--- config.mk ---
export PLATFORM = sky130hd
export DESIGN_NAME = pipe_perf_monitor
export DESIGN_NICKNAME = d
export VERILOG_FILES = /design/src/rtl/pipe_perf_monitor.sv
export SDC_FILE = /design/constraint.sdc
export NUM_CORES = 1
export LEC_CHECK = 0
export BUFFER_PORTS_ARGS = -buffer_cell sky130_fd_sc_hd__buf_2
export CORE_UTILIZATION = 51
export CTS_CLUSTER_DIAMETER = 30
export DETAILED_ROUTE_END_ITERATION = 10
export PLACE_DENSITY = 0.68
export SLEW_MARGIN = 25
export SYNTH_ARGS = -nofsm -noshare
export SYNTH_HDL_FRONTEND = slang
export SYNTH_SLANG_ARGS = --single-unit
--- constraint.sdc ---
create_clock -name clk_i -period 2.58 [get_ports clk_i]
set_clock_uncertainty 0.15 [all_clocks]
set_input_delay 0.387 -clock clk_i [delete_from_list [all_inputs] [get_ports clk_i]]
set_output_delay 0.387 -clock clk_i [all_outputs]
set_load 0.02 [all_outputs]
--- src/rtl/pipe_perf_monitor.sv ---
// Pipeline performance monitor: cycle/stall/flush/retire counters with run FSM.
// Optional PERF_SAT_EN: counters saturate instead of wrapping.
module pipe_perf_monitor #(
  parameter int CNT_W       = 32,
  parameter int CYCLE_LIMIT = 64
) (
  input  logic             clk_i,
  input  logic             rst_i,
  input  logic             start_i,
  input  logic             stall_i,
  input  logic             flush_i,
  input  logic             retire_i,
  input  logic             clr_i,
  input  logic [1:0]       sel_i,
  input  logic             rd_en_i,
  output logic [CNT_W-1:0] rd_data_o,
  output logic             rd_valid_o,
  output logic             halt_o
);

  localparam int LIM_W = $clog2(CYCLE_LIMIT + 1);
  localparam logic [63:0] CMAX = (64'd1 << CNT_W) - 64'd1;
`ifdef PERF_SAT_EN
  localparam logic [63:0] LIM =
    (64'(CYCLE_LIMIT) < CMAX) ? 64'(CYCLE_LIMIT) : CMAX;
`else
  localparam logic [63:0] LIM = 64'(CYCLE_LIMIT);
`endif

  typedef enum logic [1:0] {
    IDLE = 2'd0,
    RUN  = 2'd1,
    DONE = 2'd2
  } state_t;

  state_t state, state_n;

  logic [CNT_W-1:0] cyc_cnt;
  logic [CNT_W-1:0] stall_cnt;
  logic [CNT_W-1:0] flush_cnt;
  logic [CNT_W-1:0] ret_cnt;
  logic [CNT_W-1:0] rd_mux;

  // run_cnt tracks counted edges independently of cyc_cnt width/wrap
  logic [LIM_W-1:0] run_cnt;
  logic [LIM_W-1:0] run_nxt;
  logic             cnt_en;
  logic             last;

  function automatic logic [CNT_W-1:0] bump(
    input logic [CNT_W-1:0] v
  );
`ifdef PERF_SAT_EN
    return (&v) ? v : v + CNT_W'(1);
`else
    return v + CNT_W'(1);
`endif
  endfunction

  assign run_nxt = run_cnt + LIM_W'(1);
  assign last    = (64'(run_nxt) == LIM);
  assign cnt_en  = (state == RUN) & start_i & ~clr_i;

  always_comb begin
    state_n = state;
    if (clr_i) begin
      state_n = IDLE;
    end else begin
      unique case (state)
        IDLE: if (start_i) state_n = RUN;
        RUN:  if (cnt_en && last) state_n = DONE;
        DONE: state_n = DONE;
        default: state_n = IDLE;
      endcase
    end
  end

  always_comb begin
    rd_mux = cyc_cnt;
    unique case (sel_i)
      2'd0: rd_mux = cyc_cnt;
      2'd1: rd_mux = stall_cnt;
      2'd2: rd_mux = flush_cnt;
      2'd3: rd_mux = ret_cnt;
      default: rd_mux = cyc_cnt;
    endcase
  end

  always_ff @(posedge clk_i or negedge rst_i) begin
    if (!rst_i) begin
      state      <= IDLE;
      cyc_cnt    <= '0;
      stall_cnt  <= '0;
      flush_cnt  <= '0;
      ret_cnt    <= '0;
      run_cnt    <= '0;
      rd_data_o  <= '0;
      rd_valid_o <= 1'b0;
      halt_o     <= 1'b0;
    end else begin
      state      <= state_n;
      halt_o     <= (state_n == DONE);
      rd_valid_o <= rd_en_i;
      if (rd_en_i) rd_data_o <= rd_mux;
      if (clr_i) begin
        cyc_cnt   <= '0;
        stall_cnt <= '0;
        flush_cnt <= '0;
        ret_cnt   <= '0;
        run_cnt   <= '0;
      end else if (cnt_en) begin
        cyc_cnt <= bump(cyc_cnt);
        run_cnt <= run_nxt;
        // a flush suppresses the stall count
        if (flush_i)      flush_cnt <= bump(flush_cnt);
        else if (stall_i) stall_cnt <= bump(stall_cnt);
        if (retire_i)     ret_cnt   <= bump(ret_cnt);
      end
    end
  end

endmodule

==> results of run 1 <==
[placed cells by master, fill, tap and decap left out, types with 8 or more instances in the layout]
cell type,count
a21oi_1,91
and2_1,10
and3_1,14
and4_1,19
buf_2,41
buf_4,22
clkbuf_16,17
dfrtp_1,171
inv_1,16
mux2_2,39
mux4_2,31
nand2_1,42
nand3_1,37
nand4_1,39
nor2_1,48
nor2b_1,8
o21ai_0,27
o31ai_1,61
or3_1,24
or4_1,63
xnor2_1,9
xor2_1,27
[metrics by stage]
stage,cells,worst slack (ns),util [%],power (mW),hold WS (ns)
2_1_floorplan,892,0.367,-,2.87,-0.0586
3_3_place_gp,1126,0.308,54.8,2.98,0.208
3_5_place_dp,1126,0.267,54.8,2.98,0.207
4_1_cts,1159,0.254,58.5,5.86,0.109
5_1_grt,1159,0.167,58.5,5.98,0.137
6_report,1159,0.242,58.5,5.82,0.117
[cell type report]
cell class / instances / area share (%)
clock buffer: 17 / 4.05
clock inverter: 15 / 2.20
inverter: 16 / 0.571
multi-input combinational: 642 / 45.3
sequential: 171 / 40.7
tap: 229 / 2.72
timing repair buffer: 69 / 4.49
[cells by family (layout without fill, tap and decap cells)]
logic type | count (synthesis) | count (layout)
mux | 73 | 73
fa+ha+maj | 6 | 6
simple gates | 327 | 327
buf+inv | 79 | 117
flops | 171 | 171
xor+xnor | 36 | 36
compound gates | 200 | 200
[worst reg2reg max path, stage by stage (launching register included)]
cell     delay, ns
dfrtp_1       0.45
nand4_1       0.16
or4_1         0.52
buf_4         0.22
nor4b_1       0.35
mux2_2        0.37
[Yosys cell counts (all sizes together), types with 3 or more instances]
| library cell | instances |
|---|---|
| a21oi | 91 |
| and2 | 10 |
| and3 | 14 |
| and4 | 19 |
| and4b | 3 |
| buf | 22 |
| clkbuf | 41 |
| dfrtp | 171 |
| ha | 6 |
| inv | 16 |
| mux2 | 39 |
| mux4 | 32 |
| nand2 | 42 |
| nand3 | 37 |
| nand4 | 40 |
| nor2 | 48 |
| nor2b | 8 |
| nor4 | 4 |
| o2111ai | 5 |
| o211ai | 6 |
| o21ai | 27 |
| o31ai | 61 |
| o41ai | 3 |
| or3 | 24 |
| or4 | 65 |
| xnor2 | 9 |
| xor2 | 27 |
[repair_timing]
action	4_1_cts	5_1_grt
buffers inserted	0	0
hold buffers	1	0
setup endpoints to repair	0	0
endpoints found under the hold margin	44	0
gates resized for setup	0	0
[report_power, final]
group	leakage (nW)	switching, mW	total [mW]	internal, mW
clock	0.316	1.15	2.89	1.74
sequential	2.38	0.0114	2.70	2.69
combinational	1.55	0.159	0.230	0.0704
[metal layers]
metal	GRT usage, %	vias up
li1	-	3522
met1	40.8	3824
met2	36.5	237
met3	4.89	21
met4	7.88	0
met5	0	-
[final timing paths]
check                              from            end  slack (ns)  cells after the start
min in group asynchronous         rst_i         halt_o        0.30                      2
min                             start_i       state[0]        0.12                      3
min reg2reg                rd_data_o[8]   rd_data_o[8]        0.35                      1
max in group asynchronous         rst_i  flush_cnt[13]        1.24                      3
max reg2reg                  ret_cnt[4]    ret_cnt[30]        0.24                      5
max                          ret_cnt[4]    ret_cnt[30]        0.24                      5
[flip-flops by register name, summed over array words and instances (netlist names), 2 cells and up]
| signal | cells |
|---|---|
| rd_data_o | 32 |
| run_cnt | 7 |
| ret_cnt | 32 |
| state | 2 |
| flush_cnt | 32 |
| cyc_cnt | 32 |
| stall_cnt | 32 |
==> impl_metrics.csv, run 1 <==
group,metric,value,unit
run_status,outcome,"finished, final reports clean",
setup_path,endpoint_kind,"flop",
synthesis,netlist_top_cells_area,"dfrtp_1, mux4_2, or4_1",
setup_path,path_class,"flop to flop",
synthesis,synth_seq_cells,171,
floorplan,die_h,138,um
synthesis,synth_warnings,0,
timing,setup_viol,0,
drt,ant_nets,0,
finish,regArea,4280,um^2
synthesis,synthArstFlopShare,100,%
drt,drt-total-wl,23300,um
synthesis,synthSimpleGateAreaFrac,20.9,%
finish,fillCellCount,1505,
synthesis,ys.flop_type,"dfrtp_1",
floorplan,ioPinCount,44,
drt,drt-wirelength-per-cell,20.1,um
synthesis,synthXorXnorAreaFrac,3.37,%
drt,route.detailed.drc,0,
clock_tree,root_buffer,"clkbuf_16",
synthesis,syn_avg_cell_area,10.5,um^2
clock_tree,numCtsBuffers,17,
synthesis,yosysTopAreaCell,"dfrtp_1",
clock_tree,htree_levels,4,
synthesis,syn-num-nets,908,
grt,antenna_found_initial,0,
floorplan,rows,49,
setup_path,cp_num_buf_inv,1,
pwr,peakVddDrop,506,uV
grt,grt_pass1_wl,37000,um
grt,first_global_vias,6642,
synthesis,synthMuxAreaShare,12.6,%
finish,nets,933,
floorplan,die_area,18900,um^2
worst_hold_path,hp-class,"input pin to flop",
synthesis,synthAdderAreaFrac,0.802,%
floorplan,die_w,138,um
synthesis,netlist_instances,892,
pwr,power_density,553,nW/um^2
finish,fin_area,10500,um^2
setup_path,critPathMaxStageDelay,0.52,ns
setup_path,cp_top_family,"simple AND/OR/NAND/NOR gates",
setup_path,worstPathCellList,"nand4_1, or4_1, buf_4, nor4b_1, mux2_2",
place,gp_congestion,0.894,
synthesis,synth_edf_count,0,
setup_path,cp-start-kind,"flop",
finish,n_antenna_cell,0,
drt,vias,7604,
clock_tree,worstSkewPairLatency,0.43,ns
grt,grt.total_usage,26.1,%
drt,wl_met2,10500,um
setup_path,crit_fanout,24,
synthesis,syn-cell-area,9360,um^2
floorplan,fp.coreArea,18000,um^2
finish,drive_gt1_share,18.8,%
timing,grt_setup_unrepaired,"false",
synthesis,synth_compound_area_share,13.1,%
timing,period_minus_slack,2.34,ns
job,maxCapViolations,0,
clock_tree,clkSinkCount,171,
setup_path,cp.arrival,2.51,ns
clock_tree,cts_tree,"done",
place,dpl_cell_area,9850,um^2
timing,fmax,428,MHz
timing,period_share,90.6,%
synthesis,synth_top_area_share,45.7,%
synthesis,seq_area_frac_synth,45.7,%
drt,viasPerCell,6.56,
drt,wl_met1,11100,um
place,numPortBuffers,43,
timing,tns,0,ns
timing,max_slew_margin,49.6,%
clock_tree,clk_pin_slew,0.07,ns
synthesis,synth_top_family_by_area,"simple AND/OR/NAND/NOR gates",
grt,grt_max_degree,66,
drt,drt_iter0_drc,641,
timing,drv_slew,0,
place,dp_hpwl,16100,um
finish,multi_input_comb_area,4760,um^2
floorplan,start_util,52.1,%
grt,grt_overflow_total,0,
setup_path,crit_required,2.75,ns
timing,hold_violations,0,
finish,area_growth,12.3,%
setup_path,cpMaxStageDelayCell,"or4_1",
synthesis,yosysUniqueCellTypes,48,
drt,routed-wl-met3,1490,um
timing,tightest_slew,0.755,ns
drt,routed.top_layer,"met4",
pwr,p_leak,4.25,nW
drt,dr.pass1.iters,5,
clock_tree,clock_path_buffers,2,
(Power assumes the default switching activity.)
==> inputs of run 2 (changes only) <==
--- a/config.mk
+++ b/config.mk
@@ -11,3 +11,3 @@
 export DETAILED_ROUTE_END_ITERATION = 10
-export PLACE_DENSITY = 0.68
+export PLACE_DENSITY = 0.72
 export SLEW_MARGIN = 25
==> constraint.sdc (replaced) <==
create_clock -name clk_i -period 2.58 [get_ports clk_i]
set_clock_uncertainty 0.15 [all_clocks]
set_input_delay 0.129 -clock clk_i [delete_from_list [all_inputs] [get_ports clk_i]]
set_output_delay 0.129 -clock clk_i [all_outputs]
set_load 0.02 [all_outputs]
==> run 2 against run 1 <==
  * Final area about the same
  * Power decreased by 3.0%
  * Sequential share of layout area about the same
  * Largest cell class unchanged
==> impl_metrics.csv, run 2 (same netlist as run 1, synthesis figures left out) <==
group,metric,value,unit
place,dp_hpwl,15700,um
finish,fin_cells,1166,
finish,fin_area,10500,um^2
floorplan,rows,49,
timing,fmax,421,MHz
place,gp_congestion,0.857,
setup_path,crit_fanout,10,
floorplan,die_w,138,um
finish,multi_input_comb_area,4760,um^2
timing,tns,0,ns
floorplan,fp.coreArea,18000,um^2
floorplan,start_util,52.1,%
floorplan,ioPinCount,44,
drt,route.detailed.drc,0,
clock_tree,clock_path_buffers,2,
pwr,power_density,536,nW/um^2
floorplan,die_h,138,um
finish,n_antenna_cell,0,
setup_path,worstPathCellList,"nand4_1, or4_1, buf_4, or4_1, a21oi_1",
finish,layout_commonest_cell,"dfrtp_1",
setup_path,r2r_cells,5,
clock_tree,root_buffer,"clkbuf_16",
timing,period_share,92.0,%
setup_path,cpMaxStageDelayCell,"or4_1",
drt,drt-total-wl,23000,um
setup_path,cp-start-kind,"flop",
setup_path,endpoint_kind,"flop",
run_status,outcome,"finished, final reports clean",
setup_path,critPathMaxStageDelay,0.64,ns
finish,regArea,4280,um^2
job,maxCapViolations,0,
pwr,peakVddDrop,450,uV
setup_path,timing.rr.end,"ret_cnt[29]",
drt,drt-wirelength-per-cell,19.7,um
clock_tree,cts_setup_buffers,0,
grt,grt_max_degree,67,
clock_tree,numCtsBuffers,17,
place,dpl_cell_area,9840,um^2
grt,grt.total_usage,26.1,%
timing,hold_violations,0,
clock_tree,cts_resized,0,
drt,dr.pass1.iters,7,
timing,drv_slew,0,
drt,viasPerCell,6.48,
setup_path,cpMostUsedCell,"or4_1",
drt,vias,7561,
place,dp_cells,1128,
setup_path,path_class,"flop to flop",
grt,antenna_found_initial,0,
timing,worst_slack,0.207,ns
timing,setup_viol,0,
finish,final_cell_mix,"dfrtp_1, a21oi_1, or4_1, o31ai_1, nor2_1",
clock_tree,clkSinkCount,171,
finish,drive_gt1_share,18.6,%
finish,area_growth,12.4,%
timing,grt_setup_unrepaired,"false",
setup_path,crit_required,2.78,ns
grt,grt_pass1_wl,36900,um
timing,whs,0.0640,ns
pwr,p_leak,4.25,nW
clock_tree,worstSkewPairLatency,0.43,ns
drt,drt_iter0_drc,684,
drt,ant_nets,0,
finish,final_util,58.6,%
finish,nets,941,
place,numPortBuffers,43,
setup_path,cp.arrival,2.57,ns
floorplan,die_area,18900,um^2
timing,tightest_slew,0.837,ns
clock_tree,htree_levels,4,
grt,first_global_vias,6836,
worst_hold_path,hp-class,"input pin to async pin",
pwr,totalPowerFinal,5.65,mW
place,post-place-ws,0.266,ns
timing,max_slew_margin,44.2,%
finish,fillCellCount,1512,
clock_tree,cts_hold_buf,6,
setup_path,r2r_start,"ret_cnt[4]",
timing,period_minus_slack,2.37,ns
clock_tree,clk_pin_slew,0.07,ns
grt,grt_overflow_total,0,
setup_path,r2r_slack,0.21,ns
clock_tree,cts_tree,"done",
==> run 2: cell types whose count changed in the layout (fill, tap and decap cells not counted), moves of 2 or more <==
cell | before | now
inv_6 | 6 | 0
buf_4 | 22 | 27
dlygate4sd3_1 | 1 | 6
clkbuf_1 | 0 | 3
buf_12 | 4 | 2
clkinvlp_4 | 2 | 4
==> run 2: where the power goes <==
group	internal, mW	switching, mW	total [mW]
registers	2.69	0.0112	2.70
logic	0.0700	0.158	0.228
clock network	1.64	1.07	2.72
==> run 2: critical path: cells and delay by family (launching register included) <==
family	cells	cell delay [ns]
flip-flops	1	0.47
buffers and inverters	1	0.23
AND/OR/NAND/NOR	3	1.28
AO/OA/AOI/OAI	1	0.15
==> run 2: cell type report <==
cell class	count	share of cell area, %
Clock buffer	21	4.28
Clock inverter	10	1.59
Inverter	16	0.571
Multi-Input combinational cell	642	45.2
Sequential cell	171	40.7
Tap cell	229	2.72
Timing Repair Buffer	77	4.93
==> run 2: worst max path at each step <==
stage / slack, ns / depth (start not counted) / from / endpoint
2_1_floorplan: 0.37 / 7 / cyc_cnt[0] / cyc_cnt[22]
3_3_place_gp: 0.29 / 5 / ret_cnt[4] / ret_cnt[25]
3_5_place_dp: 0.27 / 5 / ret_cnt[4] / ret_cnt[27]
4_1_cts: 0.21 / 5 / ret_cnt[4] / ret_cnt[29]
5_1_grt: 0.13 / 5 / ret_cnt[4] / ret_cnt[26]
6_report: 0.21 / 5 / ret_cnt[4] / ret_cnt[29]
==> run 2: routing by layer <==
metal / vias to the layer above / share of wire (%) / global-route usage, %
met4: 0 / 1.6 / 7.33
met1: 3804 / 46 / 39.0
li1: 3516 / - / -
met5: - / 0 / 0
met2: 216 / 46 / 37.9
met3: 25 / 6.5 / 5.63
==> inputs of run 3 (changes only) <==
MAX_ROUTING_LAYER = met4   (was default)
==> run 3 against run 2 <==
  * Critical path depth is the same
  * Sequential share of layout area is the same
  * Global-route usage grew 0.72 points
  * Critical endpoint unchanged
  * Highest routed layer unchanged
==> impl_metrics.csv, run 3 (same netlist as run 1, synthesis figures left out) <==
group,metric,value,unit
job,maxCapViolations,0,
pwr,peakVddDrop,453,uV
floorplan,start_util,52.1,%
timing,tightest_slew,0.843,ns
grt,antenna_found_initial,0,
setup_path,cp-start-kind,"flop",
finish,n_antenna_cell,0,
setup_path,endpoint_kind,"flop",
place,dp_hpwl,15700,um
finish,area_growth,12.4,%
clock_tree,cts_resized,0,
setup_path,path_class,"flop to flop",
setup_path,r2r_cells,5,
setup_path,r2r_start,"ret_cnt[4]",
timing,grt_setup_unrepaired,"false",
setup_path,crit_fanout,10,
clock_tree,cts_tree,"done",
drt,route.detailed.drc,0,
grt,grt_pass1_wl,36900,um
drt,viasPerCell,6.48,
clock_tree,htree_levels,4,
timing,fmax,422,MHz
worst_hold_path,hp-class,"input pin to async pin",
setup_path,r2r_slack,0.21,ns
clock_tree,root_buffer,"clkbuf_16",
finish,fin_area,10500,um^2
floorplan,rows,49,
setup_path,cp.arrival,2.57,ns
place,gp_congestion,0.870,
place,numPortBuffers,43,
finish,final_cell_mix,"dfrtp_1, a21oi_1, or4_1, o31ai_1, nor2_1",
timing,drv_slew,0,
finish,drive_gt1_share,18.6,%
timing,hold_violations,0,
clock_tree,clk_pin_slew,0.07,ns
timing,period_share,91.8,%
finish,layout_commonest_cell,"dfrtp_1",
drt,drt-wirelength-per-cell,19.7,um
setup_path,cpMostUsedCell,"or4_1",
drt,drt_iter0_drc,609,
clock_tree,cts_setup_buffers,0,
timing,tns,0,ns
grt,grt.total_usage,26.8,%
clock_tree,cts_hold_buf,6,
timing,max_slew_margin,43.8,%
clock_tree,numCtsBuffers,17,
setup_path,critPathMaxStageDelay,0.64,ns
finish,nets,941,
floorplan,die_w,138,um
finish,fillCellCount,1512,
setup_path,cpMaxStageDelayCell,"or4_1",
drt,ant_nets,0,
floorplan,fp.coreArea,18000,um^2
setup_path,worstPathCellList,"nand4_1, or4_1, buf_4, or4_1, a21oi_1",
drt,vias,7558,
floorplan,die_area,18900,um^2
clock_tree,clock_path_buffers,2,
pwr,power_density,537,nW/um^2
grt,grt_max_degree,67,
drt,dr.pass1.iters,5,
clock_tree,clkSinkCount,171,
timing,period_minus_slack,2.37,ns
setup_path,crit_required,2.79,ns
floorplan,die_h,138,um
pwr,p_leak,4.25,nW
timing,setup_viol,0,
drt,drt-total-wl,23000,um
clock_tree,worstSkewPairLatency,0.44,ns
grt,first_global_vias,6835,
grt,grt_overflow_total,0,
setup_path,timing.rr.end,"ret_cnt[29]",
floorplan,ioPinCount,44,
run_status,outcome,"finished, final reports clean",
place,dpl_cell_area,9840,um^2
## run 3: cell counts in the layout (fill, tap and decap cells not counted)
Identical to the previous run, type by type.
## run 3: per-stage QoR
step	total power [mW]	worst slack [ns]	util [%]	hold WS (ns)	cells
final	5.65	0.212	58.6	0.0643	1166
after floorplan	2.87	0.367	-	-0.317	892
after detailed placement	2.98	0.266	54.8	-0.0111	1128
after global routing	5.80	0.142	58.6	0.130	1166
after global placement	2.97	0.289	54.8	-0.0133	1128
after CTS	5.69	0.209	58.5	0.0899	1165
## run 3: layer usage
layer | routed length [um] | up-vias | part of all wire, % | track usage, %
li1 | - | 3508 | - | -
met1 | 10700 | 3825 | 46 | 39.1
met2 | 10500 | 207 | 46 | 37.8
met3 | 1470 | 18 | 6.4 | 5.41
met4 | 313 | 0 | 1.4 | 7.33
met5 | 0 | - | 0 | -
## run 3: worst max-delay path: cells and delay by family, from the launching register on
| kind | cells | cell delay [ns] |
|---|---|---|
| buffers and inverters | 1 | 0.23 |
| AND/OR/NAND/NOR | 3 | 1.28 |
| AO/OA/AOI/OAI | 1 | 0.15 |
| flip-flops | 1 | 0.47 |
## run 3: how the worst max path moves through the flow
stage	startpoint	to	slack, ns
after floorplan	cyc_cnt[0]	cyc_cnt[22]	0.37
after global placement	ret_cnt[4]	ret_cnt[25]	0.29
after detailed placement	ret_cnt[4]	ret_cnt[27]	0.27
after CTS	ret_cnt[4]	ret_cnt[29]	0.21
after global routing	ret_cnt[4]	ret_cnt[26]	0.14
final	ret_cnt[4]	ret_cnt[29]	0.21
## run 3: where the power goes
group	internal, mW	leakage [nW]	switching (mW)
logic	0.0699	1.58	0.158
clock network	1.64	0.286	1.08
registers	2.69	2.38	0.0112
total	4.40	4.25	1.25
## run 3: area by class of cell
class	instances	area [um^2]	share of cell area, %
inverter	16	60.1	0.571
tap	229	287	2.72
clock inverter	10	168	1.59
clock buffer	21	450	4.28
timing repair buffer	77	519	4.93
multi-input combinational	642	4760	45.2
sequential	171	4280	40.7
